## config.mk

```make
export PLATFORM = sky130hd
export DESIGN_NAME = mod4_check_arbiter
export DESIGN_NICKNAME = d
export VERILOG_FILES = /design/src/rtl/mod4_pkg.sv /design/src/rtl/mod4_counter.sv /design/src/rtl/mod4_check_arbiter.sv
export SDC_FILE = /design/constraint.sdc
export NUM_CORES = 1
export LEC_CHECK = 0
export ABC_AREA = 0
export CAP_MARGIN = 20
export CORE_MARGIN = 4
export CORE_UTILIZATION = 32
export CTS_BUF_LIST = sky130_fd_sc_hd__clkbuf_2
export DETAILED_ROUTE_END_ITERATION = 10
export GPL_ROUTABILITY_DRIVEN = 0
export GPL_TIMING_DRIVEN = 0
export SKIP_LAST_GASP = 1
export SLEW_MARGIN = 5
export SYNTH_ARGS = -nofsm -noshare
export SYNTH_HDL_FRONTEND = slang
export SYNTH_HIERARCHICAL = 1
export SYNTH_SLANG_ARGS = --single-unit
```

## constraint.sdc

```tcl
create_clock -name clk -period 3.6 [get_ports clk]
set_input_delay 0.72 -clock clk [delete_from_list [all_inputs] [get_ports clk]]
set_output_delay 0.72 -clock clk [all_outputs]
set_load 0.03 [all_outputs]
```

## src/rtl/mod4_pkg.sv

```systemverilog
// Shared types and helpers for the mod-4 ones-count checker arbiter.
package mod4_pkg;

  localparam int MOD     = 4;
  localparam int CNT_W   = $clog2(MOD);
  localparam int MAX_REQ = 8;
  localparam int RR_W    = $clog2(MAX_REQ);

  typedef enum logic [1:0] {
    IDLE   = 2'd0,
    RUN    = 2'd1,
    REPORT = 2'd2
  } state_t;

  // First set request at or after ptr, wrapping. Callers zero-extend req to
  // MAX_REQ bits; the unused upper lanes are never set, so a mod-MAX_REQ search
  // returns the same index as a mod-N_REQ search.
  function automatic logic [RR_W-1:0] rr_pick(input logic [MAX_REQ-1:0] req,
                                              input logic [RR_W-1:0]    ptr);
    logic [RR_W-1:0] pick;
    logic [RR_W-1:0] idx;
    pick = ptr;
    for (int k = MAX_REQ - 1; k >= 0; k--) begin
      idx = ptr + RR_W'(k);
      if (req[idx]) pick = idx;
    end
    return pick;
  endfunction

endpackage

```

## src/rtl/mod4_counter.sv

```systemverilog
// Two-bit wrapping ones counter; the shared datapath of the mod-4 checker.
module mod4_counter
  import mod4_pkg::*;
(
  input  logic             clk,
  input  logic             rst,
  input  logic             clr,
  input  logic             en,
  input  logic             bit_in,
  output logic [CNT_W-1:0] cnt
);

  // NOTE: state is updated with <= so every flop samples pre-edge values.
  always_ff @(posedge clk) begin
    if (rst || clr) begin
      cnt <= '0;
    end else if (en) begin
      cnt <= cnt + CNT_W'(bit_in);
    end
  end

endmodule

```

## src/rtl/mod4_check_arbiter.sv

```systemverilog
// Round-robin arbiter sharing one bit-serial mod-4 ones-count checker between
// N_REQ serial sources; holds the grant for a whole frame, then reports.
module mod4_check_arbiter
  import mod4_pkg::*;
#(
  parameter int N_REQ   = 4,
  parameter int ID_W    = 2,
  parameter int MAX_LEN = 64,
  parameter int LEN_W   = 7
) (
  input  logic             clk,
  input  logic             rst,
  input  logic [N_REQ-1:0] req,
  input  logic [N_REQ-1:0] bit_vld,
  input  logic [N_REQ-1:0] bit_in,
  input  logic [N_REQ-1:0] last,
  output logic [N_REQ-1:0] gnt,
  output logic             busy,
  output logic             done,
  output logic [ID_W-1:0]  done_id,
  output logic             is_mul4,
  output logic [1:0]       ones_mod,
  output logic             err
);

  state_t            state, state_d;
  logic [ID_W-1:0]   rr_ptr, g_idx, sel, g_next;
  logic [LEN_W-1:0]  len;
  logic [CNT_W-1:0]  cnt, cnt_inc;
  logic              acc, acc_bit, acc_last, req_g, at_max;
  logic              finish, abort, any_req;

  // Lane selection through the one-hot grant keeps non-granted lanes out.
  // NOTE: every always_comb output gets a default first so no latch is inferred.
  always_comb begin
    acc      = |(bit_vld & gnt);
    acc_bit  = |(bit_in & gnt);
    acc_last = |(last & gnt);
    req_g    = |(req & gnt);
    any_req  = |req;
    at_max   = (len == LEN_W'(MAX_LEN - 1));
    cnt_inc  = cnt + CNT_W'(acc_bit);
    finish   = (state == RUN) && acc && (acc_last || at_max);
    abort    = (state == RUN) && !finish && !req_g;
    sel      = ID_W'(rr_pick(MAX_REQ'(req), RR_W'(rr_ptr)));
    g_next   = (g_idx == ID_W'(N_REQ - 1)) ? '0 : g_idx + 1'b1;
    state_d  = state;
    case (state)
      IDLE:    if (any_req) state_d = RUN;
      RUN: begin
        if (finish)     state_d = REPORT;
        else if (abort) state_d = IDLE;
      end
      REPORT:  state_d = IDLE;
      default: state_d = IDLE;
    endcase
  end

  assign busy = (state != IDLE);

  mod4_counter u_counter (
    .clk    (clk),
    .rst    (rst),
    .clr    (state == IDLE),
    .en     ((state == RUN) && acc),
    .bit_in (acc_bit),
    .cnt    (cnt)
  );

  always_ff @(posedge clk) begin
    if (rst) begin
      state    <= IDLE;
      rr_ptr   <= '0;
      g_idx    <= '0;
      len      <= '0;
      gnt      <= '0;
      done     <= 1'b0;
      done_id  <= '0;
      is_mul4  <= 1'b0;
      ones_mod <= '0;
      err      <= 1'b0;
    end else begin
      state <= state_d;
      done  <= 1'b0;
      case (state)
        IDLE: begin
          len <= '0;
          if (any_req) begin
            g_idx <= sel;
            gnt   <= N_REQ'(1) << sel;
          end
        end
        RUN: begin
          if (finish) begin
            // A last bit wins over the length limit, even on the final slot.
            gnt      <= '0;
            done     <= 1'b1;
            done_id  <= g_idx;
            ones_mod <= cnt_inc;
            is_mul4  <= acc_last && (cnt_inc == '0);
            err      <= !acc_last;
          end else if (abort) begin
            gnt    <= '0;
            rr_ptr <= g_next;
          end else if (acc) begin
            len <= len + 1'b1;
          end
        end
        REPORT:  rr_ptr <= g_next;
        default: gnt <= '0;
      endcase
    end
  end

endmodule

```

==> results of run 1 <==
final timing paths:
check | start | slack (ns) | depth (start not counted) | to
setup / recovery | state[0] | 0.89 | 3 | busy
hold / removal | len[6] | 0.47 | 1 | len[6]
setup reg to reg | rr_ptr[0] | 0.96 | 8 | gnt[3]
hold reg to reg | len[6] | 0.47 | 1 | len[6]
report_power, final:
group          switching (mW)  internal, mW  leakage, nW
registers              0.0164         0.302        0.211
clock network          0.0889        0.0956       0.0266
logic                   0.102        0.0845        0.447
total                   0.207         0.482        0.684
state kept, by name, indices dropped and copies added, names as in the netlist:
signal / count
gnt: 4
is_mul4: 1
ones_mod: 2
u_counter/cnt: 2
state: 2
err: 1
rr_ptr: 2
done: 1
len: 7
g_idx: 2
done_id: 2
critical path, stage by stage (launching register included):
cell and delay [ns]:
dfxtp_1 0.40, nor2_1 0.42, inv_1 0.18, clkdlybuf4s50_1 0.63
metal layers:
| metal | track usage, % | vias up |
|---|---|---|
| li1 | - | 710 |
| met1 | 19.1 | 623 |
| met2 | 19.5 | 42 |
| met3 | 1.85 | 2 |
| met4 | 2.91 | 0 |
| met5 | 0 | - |
through the flow:
| stage | instances | area [sq um] |
|---|---|---|
| final | 259 | 1840 |
| after global routing | 259 | 1840 |
| after CTS | 259 | 1840 |
| after detailed placement | 255 | 1800 |
| after global placement | 255 | 1800 |
| after floorplan | 176 | 1460 |
kinds of logic (layout without fill, tap and decap cells):
family	after synthesis	count (layout)	share of synthesized area, %
adders and majority gates	6	6	5.14
and+or+nand+nor	63	63	21.7
xor gates and xnor gates	2	2	1.20
buffers and inverters	17	48	4.63
DFF	26	26	35.6
muxes	11	11	7.80
AOI/OAI and AO/OA	51	51	23.9
cell type report:
type	instances	area [sq um]	area share, %
tap	52	65.1	3.54
timing repair buffer	27	270	14.7
buffer	7	30.0	1.63
multi-input combinational	133	872	47.4
sequential	26	520	28.3
clock inverter	1	30.0	1.63
inverter	10	37.5	2.04
clock buffer	3	15.0	0.816
cell usage after synthesis, drive strengths merged:
library cell	n	share of area (%)
a211oi	4	2.4
a21bo	1	0.69
a21o	2	1.0
a21oi	14	4.8
a221o	2	1.4
a221oi	1	0.60
a22oi	8	4.1
a311o	1	0.69
a31oi	1	0.43
and2	1	0.60
buf	3	1.0
clkbuf	4	1.0
dfxtp	26	36
ha	6	5.1
inv	10	2.6
mux2	3	2.3
mux2i	8	5.5
nand2	14	3.6
nand2b	5	2.1
nand3	5	1.7
nand3b	1	0.51
nand4	3	1.3
nor2	19	4.9
nor3	2	0.69
nor3b	1	0.51
nor4	2	0.86
nor4b	1	0.60
o211a	1	0.69
o21a	4	2.1
o21ai	5	1.7
o22ai	4	1.7
o31ai	2	1.0
o32ai	1	0.60
or2	2	0.86
or3	3	1.3
or3b	1	0.60
or4	3	1.5
xor2	2	1.2
==> impl_metrics.csv, run 1 <==
group,metric,value,unit
sta,report.final.hold_viol_count,0,
sta,min_period,2.71,ns
clock_tree,cts_tree,"yes",
layout,area_growth,26.1,%
min_path,hold_class,"reg -> reg",
floorplanning,row_count,24,
drt,drc_errors,0,
synth,ys_seq_area_share,35.6,%
drt,top_layer_used,"met4",
clock_tree,postCtsSetupRepairBufs,0,
grt,grt_pass1_vias,1288,
floorplanning,core_region_area,0.00438,sq mm
worst_setup_path,worstPathArrival,1.99,ns
run_status,status,"finished clean",
synth,synthesis.instances,176,
floorplanning,dieHeight,75.6,microns
drt,wl_met3,210,microns
synth,synthesis.area,0.00146,sq mm
drt,routedWlPerCell,13.6,microns
worst_setup_path,cp_max_fo,8,
drt,dr_wl_met2,1.51,mm
floorplanning,io_pins,30,
floorplanning,dieArea,0.00571,sq mm
clock_tree,insertion_delay,0.35,ns
synth,ys_ff_latch,26,
floorplanning,initial_core_util,33.3,%
sta,maxSlewViolCount,0,
drt,drt_iter0_markers,86,
sta,rsz0062_at_grt,"false",
layout,diodes,0,
sta,tightest_slew,0.633,ns
clock_tree,cts_made_buffers,3,
sta,fin_ws,0.891,ns
worst_setup_path,path_class,"reg -> out",
sta,clock_skew,0.00964,ns
clock_tree,htree_levels,1,
power,power.total,0.689,mW
worst_setup_path,startpoint_type,"register",
drt,wirelength_met1,1.78,mm
layout,drive_above_1_share,7.25,%
sta,finalSetupViolations,0,
synth,synth_nets,200,
placement,port_buffers,27,
clock_tree,clk_pin_slew,0.25,ns
sta,fmax,369,MHz
placement,place_hpwl,2.62,mm
drt,vias,1377,
sta,fin_crit_sh,75.3,%
floorplanning,die_x,75.6,microns
grt,grt_max_degree,16,
clock_tree,hold_buffers,0,
drt,detail-route-antenna-nets,0,
run,cap_violations,0,
power,ir_worst_vdd,0.190,mV
sta,fin_setup_tns,0,ns
layout,layout_commonest_cell,"clkdlybuf4s50_1",
sta,slew-limit-headroom,57.8,%
synth,synth.distinct_cells,40,
grt,grtUsageTotal,12.8,%
clock_tree,cts-root-buf,"clkbuf_2",
drt,wirelength,3.53,mm
power,power_leakage,0.684,nW
worst_setup_path,endpoint_kind,"output pin",
sta,holdWs,0.467,ns
drt,first_pass_iters,4,
synth,avgSynthCellArea,8.30,sq um
worst_setup_path,required,2.88,ns
layout,fin_util,42.0,%
power,powerDensity,374,mW/mm^2
placement,dp_slack,0.618,ns
grt,antenna_found_initial,0,
clock_tree,cts.sinks,26,
synth,yosysWarnings,6,
layout,finish.net_count,232,
drt,vias_per_cell,5.32,
layout,n_fill_cell,461,
clock_tree,cts_buffer_depth,2,
grt,overflow,0,
layout,layout_common_cells,"27 x clkdlybuf4s50_1, 26 x dfxtp_1, 19 x nor2_1",
clock_tree,cts_resized,0,
grt,grt_pass1_wl,5.81,mm
Note: power is estimated with default switching activity, not from simulation.
==> run 2, diff against run 1 <==
Clock period 3.6 ns to 2.4 ns, I/O delays scaled along.
==> impl_metrics.csv, run 2 (same netlist as run 1, synthesis figures left out) <==
group,metric,value,unit
layout,area_growth,28.0,%
drt,vias_per_cell,5.29,
floorplanning,io_pins,30,
sta,clock_skew,0.0103,ns
sta,holdWs,0.466,ns
layout,fin_util,42.6,%
sta,rsz0062_at_grt,"true",
power,power.total,1.04,mW
layout,layout_common_cells,"26 x dfxtp_1, 25 x clkdlybuf4s50_1, 18 x nor2_1",
drt,vias,1370,
clock_tree,hold_buffers,0,
worst_setup_path,endpoint_kind,"register",
worst_setup_path,slowest_stage,"or3b_2",
worst_setup_path,rrSetupSlack,0.12,ns
run_status,status,"finished clean",
drt,detail-route-antenna-nets,0,
grt,grt_max_degree,16,
clock_tree,cts_tree,"yes",
floorplanning,core_region_area,0.00438,sq mm
sta,report.final.hold_viol_count,0,
sta,slew-limit-headroom,62.5,%
floorplanning,dieHeight,75.6,microns
placement,dpl.cell_count,255,
placement,port_buffers,27,
sta,fmax,440,MHz
grt,grt_pass1_wl,5.87,mm
layout,top_register,"len",
worst_setup_path,startpoint_type,"register",
sta,min_period,2.28,ns
layout,finish.net_count,232,
layout,diodes,0,
drt,drc_errors,0,
clock_tree,htree_levels,1,
power,ir_worst_vdd,0.283,mV
min_path,hold_class,"reg -> reg",
clock_tree,cts_made_buffers,3,
clock_tree,insertion_delay,0.35,ns
sta,fin_crit_sh,94.8,%
power,power_leakage,0.710,nW
grt,antenna_found_initial,0,
drt,drt_iter0_markers,80,
sta,fin_setup_tns,0,ns
worst_setup_path,worstPathArrival,2.57,ns
grt,grt_pass1_vias,1295,
layout,drive_above_1_share,9.66,%
floorplanning,dieArea,0.00571,sq mm
run,cap_violations,0,
clock_tree,cts-root-buf,"clkbuf_2",
layout,final_cells,259,
drt,routedWlPerCell,13.7,microns
layout,top_regs,"len x7, gnt x4",
worst_setup_path,required,2.69,ns
worst_setup_path,path_class,"reg -> reg",
sta,finalSetupViolations,0,
power,powerDensity,558,mW/mm^2
worst_setup_path,cp_max_fo,10,
layout,largest_register_ffs,7,
placement,place_hpwl,2.62,mm
floorplanning,row_count,24,
sta,maxSlewViolCount,0,
worst_setup_path,cp_slowest_stage_delay,0.45,ns
floorplanning,die_x,75.6,microns
clock_tree,cts_buffer_depth,2,
drt,wirelength,3.55,mm
worst_setup_path,crit_chain,"clkbuf_4, inv_1, ha_2, or3b_2, a21oi_1, a311o_1, a221oi_2, a211oi_1",
clock_tree,clk_pin_slew,0.25,ns
floorplanning,initial_core_util,33.3,%
grt,grtUsageTotal,12.9,%
sta,tightest_slew,0.561,ns
drt,first_pass_iters,4,
clock_tree,cts.sinks,26,
grt,overflow,0,
layout,layout_commonest_cell,"dfxtp_1",
run 2: worst paths after layout:
kind              startpoint        to  cells after the start
setup / recovery   rr_ptr[0]  g_idx[0]                      8
hold / removal        len[6]    len[6]                      1
setup reg to reg   rr_ptr[0]  g_idx[0]                      8
hold reg to reg       len[6]    len[6]                      1
run 2: final cells by class:
| type | instances | area (sq um) |
|---|---|---|
| buffer | 7 | 33.8 |
| clock buffer | 3 | 15.0 |
| clock inverter | 1 | 30.0 |
| fill | 459 | 2510 |
| inverter | 10 | 37.5 |
| multi-input combinational | 133 | 892 |
| sequential | 26 | 520 |
| tap | 52 | 65.1 |
| timing repair buffer | 27 | 275 |
run 2: metal layers:
layer | up-vias | routed length [microns] | track usage [%] | part of all wire (%)
li1 | 707 | - | - | -
met1 | 621 | 1810 | 19.3 | 51
met2 | 40 | 1500 | 19.8 | 42
met3 | 2 | 210 | 1.85 | 5.9
met4 | 0 | 27 | 2.91 | 0.76
met5 | - | 0 | 0 | 0
run 2: timing repair:
action                     CTS  global route
setup buffers                0             0
resized for setup            3             7
setup endpoints to repair    6             7
run 2: where the power goes:
group,total [mW],internal [mW],switching (mW)
combinational,0.290,0.133,0.157
clock,0.276,0.143,0.132
sequential,0.478,0.452,0.0258
run 2: critical path: cells and delay by family (launching register included):
family / cells / cell delay [ns]
compound gates: 4 / 0.71
fa+ha+maj: 1 / 0.39
buf+inv: 2 / 0.28
flops: 1 / 0.39
simple gates: 1 / 0.45
run 2: stage by stage:
stage                     cell area (sq um)  setup slack, ns
after global routing                   1870          -0.0490
after global placement                 1800           -0.313
after CTS                              1850           0.0372
final                                  1870            0.125
after floorplan                        1460            0.160
after detailed placement               1800           -0.342
==> run 3, diff against run 2 <==
Clock period 2.4 ns to 2.1 ns, I/O delays scaled along.
==> impl_metrics.csv, run 3 (same netlist as run 1, synthesis figures left out) <==
group,metric,value,unit
sta,fin_ws,0.0884,ns
worst_setup_path,cp_slowest_stage_delay,0.45,ns
clock_tree,cts-root-buf,"clkbuf_2",
placement,port_buffers,27,
run_status,status,"finished clean",
grt,busiest_layer,"met1",
sta,min_period,2.01,ns
drt,drt_iter0_markers,110,
placement,dp_slack,-0.565,ns
sta,holdWs,0.481,ns
worst_setup_path,crit_chain,"buf_8, inv_2, ha_4, or3b_2, a21oi_2, a311o_1, a221o_1, o22ai_1",
layout,n_fill_cell,459,
sta,fin_crit_sh,95.8,%
grt,grt_pass1_vias,1346,
sta,maxSlewViolCount,0,
grt,met1_usage,20.5,%
run,cap_violations,0,
drt,first_pass_iters,4,
grt,overflow,0,
worst_setup_path,critical_path_buf_inv_count,2,
clock_tree,cts_tree,"yes",
clock_tree,cts.sinks,26,
power,powerDensity,581,mW/mm^2
sta,report.final.hold_viol_count,0,
worst_setup_path,cp_max_fo,8,
floorplanning,dieArea,0.00571,sq mm
worst_setup_path,required,2.38,ns
floorplanning,core_region_area,0.00438,sq mm
grt,grt_max_degree,14,
grt,grtUsageTotal,13.8,%
layout,layout_common_cells,"24 x clkdlybuf4s50_1, 18 x nor2_1, 18 x dfxtp_1",
sta,finalSetupViolations,0,
clock_tree,insertion_delay,0.36,ns
sta,clock_skew,0.00874,ns
layout,finish.net_count,241,
drt,routedWlPerCell,13.8,microns
layout,top_regs,"len x7, gnt x4",
drt,vias_per_cell,5.32,
layout,top_register,"len",
clock_tree,cts_made_buffers,3,
worst_setup_path,slowest_stage,"or3b_2",
worst_setup_path,startpoint_type,"register",
sta,rsz0062_at_grt,"false",
drt,wirelength,3.69,mm
power,power_leakage,0.748,nW
power,ir_worst_vdd,0.220,mV
placement,place_hpwl,2.62,mm
layout,drive_above_1_share,21.4,%
layout,layout_commonest_cell,"clkdlybuf4s50_1",
floorplanning,initial_core_util,33.3,%
worst_setup_path,endpoint_kind,"register",
floorplanning,dieHeight,75.6,microns
floorplanning,die_x,75.6,microns
power,power.total,1.15,mW
layout,area_growth,35.8,%
worst_setup_path,path_class,"reg -> reg",
layout,largest_register_ffs,7,
grt,grt_pass1_wl,6.20,mm
clock_tree,htree_levels,1,
layout,diodes,0,
layout,multi_input_area,955,sq um
sta,fmax,497,MHz
layout,seqCellArea,533,sq um
clock_tree,cts_buffer_depth,2,
floorplanning,io_pins,30,
drt,drc_errors,0,
floorplanning,row_count,24,
sta,slew-limit-headroom,61.5,%
worst_setup_path,worstPathArrival,2.29,ns
clock_tree,hold_buffers,0,
worst_setup_path,cpLargestDelayFamily,"compound AO/OA/AOI/OAI gates",
sta,fin_setup_tns,0,ns
drt,vias,1420,
sta,tightest_slew,0.572,ns
min_path,hold_class,"reg -> reg",
clock_tree,clk_pin_slew,0.24,ns
grt,antenna_found_initial,0,
grt,grtUsageMet3,1.58,%
grt,use_met2,20.5,%
drt,detail-route-antenna-nets,0,
==> run 3: changes by cell type in the layout (fill, tap and decap cells not counted), sizes merged <==
cell           delta
buf              +10
bufinv            -1
clkbuf            -1
clkdlybuf4s50     -1
dlygate4sd2       +3
dlymetal6s2s      -2
==> run 3: repair_timing <==
action | in CTS | in global routing
pin swaps | 4 | 7
buffers inserted | 5 | 5
gates cloned | 0 | 0
setup endpoints to repair | 9 | 8
gates resized for setup | 17 | 12
==> run 3: stage by stage <==
stage | instance area [sq um] | std cells | util, %
5_1_grt | 1980 | 267 | 45.2
4_1_cts | 1910 | 263 | 43.5
2_1_floorplan | 1470 | 176 | -
3_3_place_gp | 1810 | 255 | 41.2
3_5_place_dp | 1810 | 255 | 41.2
6_report | 1980 | 267 | 45.2
==> run 3: layout make-up <==
cell class                      instances  area share (%)
Buffer                                  6            1.83
Clock buffer                            3           0.757
Inverter                               10            1.89
Multi-Input combinational cell        133            48.1
Sequential cell                        26            26.9
Tap cell                               52            3.28
Timing Repair Buffer                   37            17.2
==> run 3: power breakdown <==
part | internal [mW] | switching [mW] | leakage [nW]
Clock | 0.0388 | 0.151 | 0.0125
Sequential | 0.520 | 0.0319 | 0.214
Combinational | 0.207 | 0.203 | 0.521
Total | 0.766 | 0.387 | 0.748
==> run 3: worst register-to-register path, delay by kind of cell (launching register included) <==
family	cells	cell delay (ns)
flip-flops	1	0.40
AO/OA/AOI/OAI	4	0.63
buffers and inverters	2	0.17
adder cells (fa/ha/maj)	1	0.27
AND/OR/NAND/NOR	1	0.45
==> run 3: final timing paths <==
check | endpoint | cells after the start | from | slack [ns]
worst max register to register | gnt[2] | 8 | rr_ptr[0] | 0.09
worst max-delay path | gnt[2] | 8 | rr_ptr[0] | 0.09
worst min-delay path | is_mul4 | 2 | is_mul4 | 0.48
worst min register to register | is_mul4 | 2 | is_mul4 | 0.48
==> run 3: routing by layer <==
| layer | wire length [microns] | part of all wire, % |
|---|---|---|
| met5 | 0 | 0 |
| met4 | 54 | 1.5 |
| met3 | 187 | 5.1 |
| met2 | 1580 | 43 |
| met1 | 1860 | 50 |
